==> src/rtl/decoder_seq_pkg.sv <==
// Shared types and constants for the decoder/scan sequencer.
package decoder_seq_pkg;

  typedef enum logic [1:0] {
    StIdle,
    StHold,
    StScan
  } state_e;

  localparam logic MODE_DECODE = 1'b0;
  localparam logic MODE_SCAN   = 1'b1;

endpackage

==> src/rtl/decoder_seq_onehot_dec.sv <==
// Combinational SEL_W-to-OUT_W one-hot decoder; all-zero when disabled.
module onehot_dec #(
  parameter int unsigned SEL_W = 3,
  localparam int unsigned OUT_W = 2 ** SEL_W
) (
  input  logic             en,
  input  logic [SEL_W-1:0] sel,
  output logic [OUT_W-1:0] y
);

  always_comb begin
    y = '0;
    if (en) y[sel] = 1'b1;
  end

endmodule

==> src/rtl/decoder_seq.sv <==
// Command-driven one-hot decoder: holds a single code (DECODE) or walks one
// full lap of positions (SCAN), each position held for dwell+1 cycles.
module decoder_seq
  import decoder_seq_pkg::*;
#(
  parameter int unsigned SEL_W   = 3,
  parameter int unsigned DWELL_W = 8,
  localparam int unsigned OUT_W  = 2 ** SEL_W
) (
  input  logic               clk,
  input  logic               rst,
  input  logic               in_valid,
  output logic               in_ready,
  input  logic               in_mode,
  input  logic [SEL_W-1:0]   in_sel,
  input  logic [DWELL_W-1:0] in_dwell,
  input  logic               abort,
  output logic [OUT_W-1:0]   y,
  output logic               y_valid,
  output logic               busy,
  output logic               done
);

  localparam logic [SEL_W:0] LastPos = (SEL_W + 1)'(OUT_W);

  state_e state_q, state_d;
  logic [SEL_W-1:0]   pos_q, pos_d;
  logic [SEL_W:0]     cnt_q, cnt_d;
  logic [DWELL_W-1:0] dwell_q, dwell_d;
  logic [DWELL_W-1:0] len_q, len_d;
  logic [OUT_W-1:0]   y_d, y_q;
  logic               done_d, done_q, y_valid_q, busy_q;
  logic               accept;

  assign in_ready = (state_q == StIdle) && !abort && !rst;
  assign accept   = in_valid && in_ready;

  always_ff @(posedge clk) begin
    if (rst) state_q <= StIdle;
    else     state_q <= state_d;
  end

  always_comb begin
    state_d = state_q;
    case (state_q)
      StIdle:  if (accept) state_d = (in_mode == MODE_SCAN) ? StScan : StHold;
      StHold:  if (dwell_q == '0) state_d = StIdle;
      StScan:  if (dwell_q == '0 && cnt_q == LastPos) state_d = StIdle;
      default: state_d = StIdle;
    endcase
    if (abort) state_d = StIdle;
  end

  // Datapath and done: cnt_q counts positions already shown in the current lap.
  always_comb begin
    pos_d   = pos_q;
    cnt_d   = cnt_q;
    dwell_d = dwell_q;
    len_d   = len_q;
    done_d  = 1'b0;
    case (state_q)
      StIdle: begin
        if (accept) begin
          pos_d   = in_sel;
          len_d   = in_dwell;
          dwell_d = in_dwell;
          cnt_d   = (SEL_W + 1)'(1);
        end
      end
      StHold: begin
        if (dwell_q == '0) done_d = 1'b1;
        else               dwell_d = dwell_q - 1'b1;
      end
      StScan: begin
        if (dwell_q != '0) begin
          dwell_d = dwell_q - 1'b1;
        end else if (cnt_q == LastPos) begin
          done_d = 1'b1;
        end else begin
          pos_d   = pos_q + 1'b1;
          cnt_d   = cnt_q + 1'b1;
          dwell_d = len_q;
        end
      end
      default: ;
    endcase
    if (abort) done_d = 1'b0;
  end

  onehot_dec #(
    .SEL_W(SEL_W)
  ) u_dec (
    .en (state_d != StIdle),
    .sel(pos_d),
    .y  (y_d)
  );

  always_ff @(posedge clk) begin
    if (rst) begin
      pos_q     <= '0;
      cnt_q     <= '0;
      dwell_q   <= '0;
      len_q     <= '0;
      y_q       <= '0;
      y_valid_q <= 1'b0;
      busy_q    <= 1'b0;
      done_q    <= 1'b0;
    end else begin
      pos_q     <= pos_d;
      cnt_q     <= cnt_d;
      dwell_q   <= dwell_d;
      len_q     <= len_d;
      y_q       <= y_d;
      y_valid_q <= (state_d != StIdle);
      busy_q    <= (state_d != StIdle);
      done_q    <= done_d;
    end
  end

  assign y       = y_q;
  assign y_valid = y_valid_q;
  assign busy    = busy_q;
  assign done    = done_q;

endmodule

==> config.mk <==
export PLATFORM = sky130hd
export DESIGN_NAME = decoder_seq
export DESIGN_NICKNAME = d
export VERILOG_FILES = /design/src/rtl/decoder_seq_pkg.sv /design/src/rtl/decoder_seq_onehot_dec.sv /design/src/rtl/decoder_seq.sv
export SDC_FILE = /design/constraint.sdc
export NUM_CORES = 1
export LEC_CHECK = 0
export BUFFER_PORTS_ARGS = -buffer_cell sky130_fd_sc_hd__buf_2
export CAP_MARGIN = 20
export CELL_PAD_IN_SITES_DETAIL_PLACEMENT = 2
export CELL_PAD_IN_SITES_GLOBAL_PLACEMENT = 2
export CORE_MARGIN = 2
export CORE_UTILIZATION = 36
export CTS_BUF_LIST = sky130_fd_sc_hd__clkbuf_8
export CTS_CLUSTER_SIZE = 40
export DETAILED_ROUTE_END_ITERATION = 8
export GPL_ROUTABILITY_DRIVEN = 0
export MAX_ROUTING_LAYER = met4
export PLACE_DENSITY_LB_ADDON = 0.25
export SYNTH_ARGS = -nofsm -noshare
export SYNTH_HDL_FRONTEND = slang
export SYNTH_SLANG_ARGS = --single-unit
==> constraint.sdc <==
create_clock -name clk -period 2.45 [get_ports clk]
set_input_delay 0.245 -clock clk [delete_from_list [all_inputs] [get_ports clk]]
set_output_delay 0.245 -clock clk [all_outputs]
set_load 0.01 [all_outputs]
; After elaboration in Yosys (flattened, before gate mapping)
; Cells that the tools add are included.
[totals]
reg_bits = 35
in_bits = 16
output_inout_bits = 12
word_cells = 65
[op_classes]
addsub = 3
order_cmp = 2
eq_ne = 8
muxes = 25
n_bitwise = 1
reduce_logical = 18
[op_table]
columns = op, n
row1 = two-way mux 8 bit, 4
row2 = one-hot mux 8 bit (3 select lines), 1
row3 = two-way mux 4 bit, 3
row4 = two-way mux 2 bit, 5
row5 = two-way mux 3 bit, 3
row6 = zero test 8 bit, 1
row7 = "!= test 2 bit, second input constant", 4
row8 = one-hot mux 4 bit (2 select lines), 1
row9 = AND reduction 4 bit, 2
row10 = nonzero test 8 bit, 1
row11 = "subtractor 8 x 1 -> 8 bit, second input constant", 1
row12 = one-hot mux 2 bit (3 select lines), 1
row13 = one-hot mux 3 bit (2 select lines), 1
row14 = logical AND 1 bit, 5
row15 = "adder 4 x 1 -> 4 bit, second input constant", 1
row16 = "== test 4 bit, second input constant", 1
row17 = "< comparator 3 x 4 -> 1 bit, second input constant", 1
row18 = two-way mux 1 bit, 4
row19 = nonzero test 2 bit, 2
row20 = OR reduction 2 bit, 2
row21 = "adder 3 x 1 -> 3 bit, second input constant", 1
row22 = demux 1 bit (select 3 bit), 1
row23 = ">= comparator 3 x 1 -> 1 bit, second input constant", 1
row24 = "!= test 3 bit, second input constant", 1
row25 = 8 further kinds, 9

; Depth between registers and ports, before layout
; Gate-level depths: netlist of run 1.
[logic_depth]
depth_word = 10
mapped_depth = 8
ltp_nobuf = 7

; Hierarchy
; Synthesis of run 1 repeated with hierarchy kept, for this count alone.
[unflattened]
cells_unflattened = 237
hier_area_um2 = 2010.7
[by_module_without_submodules]
columns = mod, n_inst, cells_each, area_per_inst_um2, seq_area_each_um2
row1 = decoder_seq, 1, 229, 1914.3, 700.7
row2 = onehot_dec, 1, 8, 96.3, 0.0

; Least setup slack after synthesis of run 1
; OpenSTA, ideal clock, no wires.
[synth_path]
path_type = register -> register
from = reg state_q[0]
to = reg y_q[4] (netlist: y[4])
setup_ns = 0.078
arrival_time_ns = 1.812
required_ns = 2.372
setup_slack_ns = 0.560
path_stages_with_launch = 8
path_buffers = 1
period_less_slack_ns = 1.890
cell_sequence = dfxtp_1 > inv_1 > ha_1 > clkbuf_1 > a22o_1 > o21a_1 > or3b_1 > nor3_1
[synth_between]
elab_chain_cells = 10
word_cells_on_any_way = 21
cone_classes = order compare: 2 / eq/ne: 2 / mux: 9 / bitwise: 1 / reduce/logical: 7
[synth_lines]
columns = item, line
row1 = start: declaration, decoder_seq.sv:26  ; state_e state_q, state_d;
row2 = start signal: assignment, decoder_seq.sv:39  ; if (rst) state_q <= StIdle;
row3 = start signal: assignment, decoder_seq.sv:40  ; else state_q <= state_d;
row4 = zero test 2 bit, "decoder_seq.sv:35, decoder_seq.sv:45, decoder_seq.sv:61"
row5 = logical AND 1 bit (2 in series), decoder_seq.sv:35  ; assign in_ready = (state_q == StIdle) && !abort && !rst;
row6 = logical AND 1 bit, decoder_seq.sv:36  ; assign accept = in_valid && in_ready;
row7 = two-way mux 3 bit / two-way mux 2 bit (equally long branches), "decoder_seq.sv:63, decoder_seq.sv:46"
row8 = one-hot mux 3 bit (2 select lines) / one-hot mux 2 bit (3 select lines) (equally long branches), "decoder_seq.sv:61, decoder_seq.sv:45"
row9 = < comparator 3 x 4 -> 1 bit (implied by the code) (tied with other cells), decoder_seq_onehot_dec.sv:13  ; if (en) y[sel] = 1'b1;
row10 = logical AND 1 bit (implied by the code) / nonzero test 2 bit (equally long branches), "decoder_seq_onehot_dec.sv:13, decoder_seq.sv:93"
row11 = two-way mux 1 bit (implied by the code) / inverter 1 bit (equally long branches), -
row12 = demux 1 bit (select 3 bit) / OR reduction 2 bit (equally long branches), -
row13 = end signal: assignment, decoder_seq.sv:113  ; y_q <= y_d;
row14 = end: declaration, decoder_seq.sv:31  ; logic [OUT_W-1:0] y_d, y_q;
; Several ways; a longest one is shown, not always the timed one.
; A chain may end at the register's enable or synchronous reset.

; Worst setup path after layout of run 1
[layout_path]
from = reg state_q[0]
to = reg y_q[0] (netlist: y[0])
; The elaborated chain is that of the path after synthesis.

==> results_dict.tcl, run 1 <==
set metrics [dict create \
    setup_violations 0 \
    synthFlopType "dfxtp_1" \
    grt_max_degree 21 \
    worst-path-buf-inv 2 \
    rows 26 \
    cts_buffer_depth 2 \
    synth_fp_nets 243 \
    synth-edff-count 0 \
    rsz0062_at_grt "false" \
    fin_crit_sh 0.904 \
    arrival_ns 2.44 \
    cts_inserted_buffers 5 \
    vias 1817 \
    hold_slack_ns 0.183 \
    nFillCells 601 \
    r2r-start "state_q[0]$_SDFF_PP0_" \
    skew_ns 0.0131 \
    crit_path_end_kind "register" \
    ff2ff_path_depth 8 \
    ant_nets 0 \
    synth.distinct_cells 57 \
    insertion_delay_ns 0.30 \
    min_period_ns 2.22 \
    r2r_end "y[0]$_SDFF_PP0_" \
    wl_mm 6.38 \
    final_cells 324 \
    leakagePower_uw 0.000906 \
    antenna_cells 0 \
    placed_cells 316 \
    path_max_fanout 7 \
    grt_use_total 0.234 \
    mostFrequentLayoutCells "dfxtp_1, buf_2, nand2_1" \
    syn_area_per_cell_sq_um 8.84 \
    syn_inst 218 \
    hold_buffers 0 \
    fp.coreArea_sq_um 5140 \
    min_delay_worst_endpoint "state_q[1]$_SDFF_PP0_" \
    die_h_um 77.2 \
    status "completed" \
    placed_area_sq_um 2170 \
    start_util 0.375 \
    cp_data_required_time_ns 2.68 \
    crit_family "simple AND/OR/NAND/NOR gates" \
    drt_first_pass_iters 4 \
    grt_antenna_before_repair 0 \
    die_w_um 77.2 \
    drv_cap 0 \
    start_kind "register" \
    fin_area_sq_um 2290 \
    layout-drive-gt1-share 0.252 \
    via_per_inst 5.61 \
    ys_seq_elements 35 \
    cts_sinks 35 \
    ys_seq_area_frac 0.364 \
    cts_tree "yes" \
    setup_tns_ns 0 \
    timing_hold_violations_final 0 \
    final_nets 278 \
    ir_worst_vdd_uv 352 \
    grt_first_pass_wirelength_mm 10.6 \
    crit_type "register to register" \
    slew_headroom 0.582 \
    grt_pass1_vias 1962 \
    fp.dieArea_sq_um 5950 \
    cts-root-buf "clkbuf_8" \
    whs_path_depth 3 \
    dr.first_iter.drc_count 57 \
    port_buffers 27 \
    synthArstFlopShare 0 \
    synth-warning-count 0 \
    ios 28 \
    dp_hpwl_mm 4.67 \
    reg2reg_slack_ns 0.23 \
    grt_remaining_overflow 0 \
    netlist_area_sq_um 1930 \
    worstPathCellList "inv_1 -> ha_1 -> nand4bb_1 -> buf_4 -> a21oi_1 -> o31a_1 -> or3b_1 -> nor3_1" \
    cp_slowest_stage_delay_ns 0.43 \
    layout_commonest_cell "dfxtp_1" \
    h-tree-depth 2 \
    drt-wirelength-per-cell_um 19.7 \
    hold_class "input port to register" \
    tightest_slew_ns 0.618 \
    path_clk_slew_ns 0.09 \
    holdCritStartpoint "in_mode" \
    syn2layout_area_growth_pct 18.9 \
    max_freq_ghz 0.451 \
    p_per_area_nw_per_um2 608 \
    drv_slew 0 \
    cp_slowest_cell "or3b_1" \
    drcViolationCount 0 \
]
synth_stat cells, types with 3 or more instances:
| library cell | n | area (sq um) |
|---|---|---|
| nor3_1 | 11 | 55.1 |
| ha_1 | 9 | 113 |
| clkbuf_1 | 5 | 18.8 |
| a2bb2oi_1 | 3 | 26.3 |
| nand2_1 | 23 | 86.3 |
| mux2i_1 | 3 | 30.0 |
| nand3_1 | 5 | 25.0 |
| a211oi_1 | 3 | 22.5 |
| o211ai_1 | 4 | 30.0 |
| xnor2_1 | 7 | 61.3 |
| nor3b_1 | 3 | 22.5 |
| o21ai_0 | 3 | 15.0 |
| inv_1 | 13 | 48.8 |
| or2_2 | 4 | 25.0 |
| nor2_1 | 17 | 63.8 |
| a21oi_1 | 18 | 90.1 |
| o221ai_1 | 3 | 26.3 |
| dfxtp_1 | 35 | 701 |
timing repair:
| action | 4_1_cts | 5_1_grt |
|---|---|---|
| buffers inserted | 0 | 0 |
| resized for setup | 0 | 1 |
| endpoints found under the setup margin | 0 | 4 |
cell families after synthesis:
group	after synthesis	share of synthesized area
AND/OR/NAND/NOR	81	0.232
AO/OA/AOI/OAI	58	0.227
flip-flops	35	0.364
buffers and inverters	22	0.0558
adder cells (fa/ha/maj)	9	0.0584
XOR/XNOR	8	0.0364
multiplexers	5	0.0273
per-layer routing:
layer	routed length [um]	vias up	track usage
li1	-	865	-
met1	2890	919	0.284
met2	3270	21	0.398
met3	120	12	0.0447
met4	105	0	0.0589
met5	0	-	-
worst register-to-register path, stage by stage, from the launching register on:
cell and delay (ns):
dfxtp_1 0.36, inv_1 0.11, ha_1 0.28, nand4bb_1 0.20, buf_4 0.21, a21oi_1 0.15
o31a_1 0.24, or3b_1 0.43, nor3_1 0.16
worst max path at each step:
| stage | to | depth (start not counted) | from |
|---|---|---|---|
| after floorplan | y[4]$_SDFF_PP0_ | 7 | state_q[0]$_SDFF_PP0_ |
| after global placement | y[1]$_SDFF_PP0_ | 7 | state_q[0]$_SDFF_PP0_ |
| after detailed placement | y[0]$_SDFF_PP0_ | 7 | state_q[0]$_SDFF_PP0_ |
| after CTS | y[4]$_SDFF_PP0_ | 7 | state_q[0]$_SDFF_PP0_ |
| after global routing | y[0]$_SDFF_PP0_ | 8 | state_q[0]$_SDFF_PP0_ |
| final | y[0]$_SDFF_PP0_ | 8 | state_q[0]$_SDFF_PP0_ |
registers in the layout, summed over array words and instances (netlist names):
name / count
len_q: 8
cnt_q: 4
pos_q: 3
y: 8
dwell_q: 8
state_q: 2
busy: 1
done: 1
report_power, final:
part,leakage (uW),total (uW),internal [uW],switching (uW)
Combinational,0.000564,234,92.4,142
Clock,0.0000587,559,309,250
Sequential,0.000284,599,584,15.1
cell type report:
class,count,area [sq um],share of cell area
multi-input cells,161,1130,0.492
clock buffers,5,68.8,0.0300
clock inverters,3,47.5,0.0208
well taps,70,87.6,0.0382
flip-flops and latches,35,701,0.306
inverters,13,48.8,0.0213
repair buffers,37,210,0.0918
per-stage QoR:
step,setup slack [ns],power [uW],util
2_1_floorplan,0.560,765,-
3_3_place_gp,0.192,830,0.423
3_5_place_dp,0.155,839,0.423
4_1_cts,0.0962,1410,0.445
5_1_grt,0.0298,1450,0.446
6_report,0.234,1390,0.446
(Power assumes the default switching activity.)
==> run 2, diff against run 1 <==
--- a/config.mk
+++ b/config.mk
@@ -5,12 +5,13 @@
 export SDC_FILE = /design/constraint.sdc
 export NUM_CORES = 1
 export LEC_CHECK = 0
+export ABC_AREA = 1
 export BUFFER_PORTS_ARGS = -buffer_cell sky130_fd_sc_hd__buf_2
 export CAP_MARGIN = 20
 export CELL_PAD_IN_SITES_DETAIL_PLACEMENT = 2
 export CELL_PAD_IN_SITES_GLOBAL_PLACEMENT = 2
 export CORE_MARGIN = 2
-export CORE_UTILIZATION = 36
+export CORE_UTILIZATION = 33
 export CTS_BUF_LIST = sky130_fd_sc_hd__clkbuf_8
 export CTS_CLUSTER_SIZE = 40
 export DETAILED_ROUTE_END_ITERATION = 8
==> results_dict.tcl, run 2 <==
set metrics [dict create \
    status "completed" \
    syn_inst 312 \
    drv_cap 0 \
    worstPathCellList "inv_1 -> ha_1 -> inv_1 -> nand2_1 -> o211ai_4 -> nand2_4 -> nand2_1 -> nand2_1 -> a21oi_1" \
    ys_seq_elements 35 \
    start_util 0.338 \
    cts_resized 0 \
    synthFlopType "dfxtp_1" \
    skew_ns 0.0135 \
    min_delay_worst_endpoint "len_q[2]$_SDFFE_PP0P_" \
    synth.distinct_cells 35 \
    cp_slowest_stage_delay_ns 0.41 \
    cts-root-buf "clkbuf_8" \
    setup_tns_ns 0 \
    drv_slew 0 \
    grt_first_pass_wirelength_mm 10.6 \
    synth_top_area_share 0.328 \
    r2r-start "state_q[1]$_SDFF_PP0_" \
    grt_remaining_overflow 0 \
    die_w_um 84.5 \
    cts_sinks 35 \
    synthArstFlopShare 0 \
    syn2layout_area_growth_pct 13.1 \
    drcViolationCount 0 \
    final_nets 366 \
    start_kind "register" \
    fp.coreArea_sq_um 6310 \
    rows 29 \
    drt_first_pass_iters 4 \
    pre_cts_ws_ns 0.534 \
    nFillCells 812 \
    port_buffers 27 \
    fp.dieArea_sq_um 7130 \
    cp_data_required_time_ns 2.66 \
    tightest_slew_ns 0.444 \
    dp_hpwl_mm 4.84 \
    cts_tree "yes" \
    netlist_area_sq_um 2140 \
    dr.first_iter.drc_count 56 \
    insertion_delay_ns 0.30 \
    max_freq_ghz 0.536 \
    synthTopCellsByArea "dfxtp_1, nand2_1, inv_1" \
    arrival_ns 2.08 \
    p_per_area_nw_per_um2 556 \
    cts_buffer_depth 2 \
    syn_area_per_cell_sq_um 6.85 \
    ys_seq_area_frac 0.328 \
    hold_class "input port to register" \
    grt_use_total 0.190 \
    holdCritStartpoint "in_dwell[2]" \
    grt_max_degree 18 \
    grt_antenna_before_repair 0 \
    slew_headroom 0.701 \
    netlist.top_cell.by_area "dfxtp_1" \
    path_max_fanout 14 \
    timing_hold_violations_final 0 \
    wl_mm 6.10 \
    vias 2025 \
    die_h_um 84.5 \
    hold_buffers 0 \
    h-tree-depth 2 \
    whs_path_depth 3 \
    layout_commonest_cell "nand2_1" \
    via_per_inst 4.83 \
    synth-warning-count 0 \
    cp_slowest_cell "dfxtp_1" \
    synth_fp_nets 337 \
    path_clk_slew_ns 0.09 \
    reg2reg_slack_ns 0.58 \
    layout_setup_ws_ns 0.583 \
    layout-drive-gt1-share 0.187 \
    fin_util 0.382 \
    leakagePower_uw 0.00116 \
    rsz0062_at_grt "false" \
    antenna_cells 0 \
    crit_path_end_kind "register" \
    synthMostInstantiatedCell "nand2_1" \
    fin_crit_sh 0.762 \
    post_cts_buffers 0 \
    crit_type "register to register" \
    crit_top_cell "nand2_1" \
    synth-edff-count 0 \
    synth_common_cells "nand2_1, inv_1, dfxtp_1" \
    min_period_ns 1.87 \
    r2r_end "dwell_q[0]$_SDFFE_PP0P_" \
    ff2ff_path_depth 9 \
    mostFrequentLayoutCells "nand2_1, inv_1, dfxtp_1" \
    cts_inserted_buffers 5 \
    ir_worst_vdd_uv 221 \
    ios 28 \
    grt_pass1_vias 2152 \
    setup_violations 0 \
    ant_nets 0 \
    drt-wirelength-per-cell_um 14.5 \
]
## run 2: how the worst max path moves through the flow
| stage | start | endpoint | slack [ns] |
|---|---|---|---|
| finish | state_q[1]$_SDFF_PP0_ | dwell_q[0]$_SDFFE_PP0P_ | 0.58 |
| global route | state_q[0]$_SDFF_PP0_ | dwell_q[0]$_SDFFE_PP0P_ | 0.35 |
| CTS | state_q[1]$_SDFF_PP0_ | dwell_q[6]$_SDFFE_PP0P_ | 0.52 |
| detailed placement | state_q[1]$_SDFF_PP0_ | dwell_q[6]$_SDFFE_PP0P_ | 0.53 |
| global placement | state_q[1]$_SDFF_PP0_ | dwell_q[7]$_SDFFE_PP0P_ | 0.60 |
| floorplan | state_q[0]$_SDFF_PP0_ | dwell_q[3]$_SDFFE_PP0P_ | 0.90 |
## run 2: through the flow
step | total power (uW) | hold WS, ns | cell area [sq um] | instances
final | 1340 | 0.204 | 2410 | 419
after global routing | 1430 | 0.208 | 2410 | 419
after CTS | 1370 | 0.201 | 2410 | 419
after detailed placement | 934 | 0.458 | 2330 | 411
after global placement | 926 | 0.454 | 2330 | 411
after floorplan | 862 | 0.390 | 2140 | 312
## run 2: area by class of cell
cell class,count,area [sq um],share of cell area
Clock buffer,5,68.8,0.0285
Clock inverter,3,16.3,0.00674
Inverter,41,155,0.0642
Multi-Input combinational cell,228,1220,0.505
Sequential cell,35,701,0.290
Tap cell,77,96.3,0.0399
Timing Repair Buffer,30,158,0.0653
## run 2: kinds of logic after synthesis
kind of cell             after synthesis  share of synthesized area
buffers and inverters                 49                      0.101
flip-flops                            35                      0.328
XOR/XNOR                               5                     0.0205
AND/OR/NAND/NOR                      172                      0.376
AO/OA/AOI/OAI                         42                      0.122
adder cells (fa/ha/maj)                9                     0.0527
## run 2: layer usage
layer  global-route usage  up-vias  wire (um)
li1                     -     1028          -
met1                0.236      967       2870
met2                0.323       23       3010
met3               0.0295        7        136
met4               0.0519        0         80
met5                    -        -          0
## run 2: where the power goes
group	switching, uW	internal, uW
sequential	18.1	590
combinational	208	102
clock	231	195
## run 2: critical path: cells and delay by family (launching register included)
kind / cells / cell delay, ns
adders and majority gates: 1 / 0.30
and+or+nand+nor: 4 / 0.51
DFF: 1 / 0.41
AOI/OAI and AO/OA: 2 / 0.32
buffers and inverters: 2 / 0.25
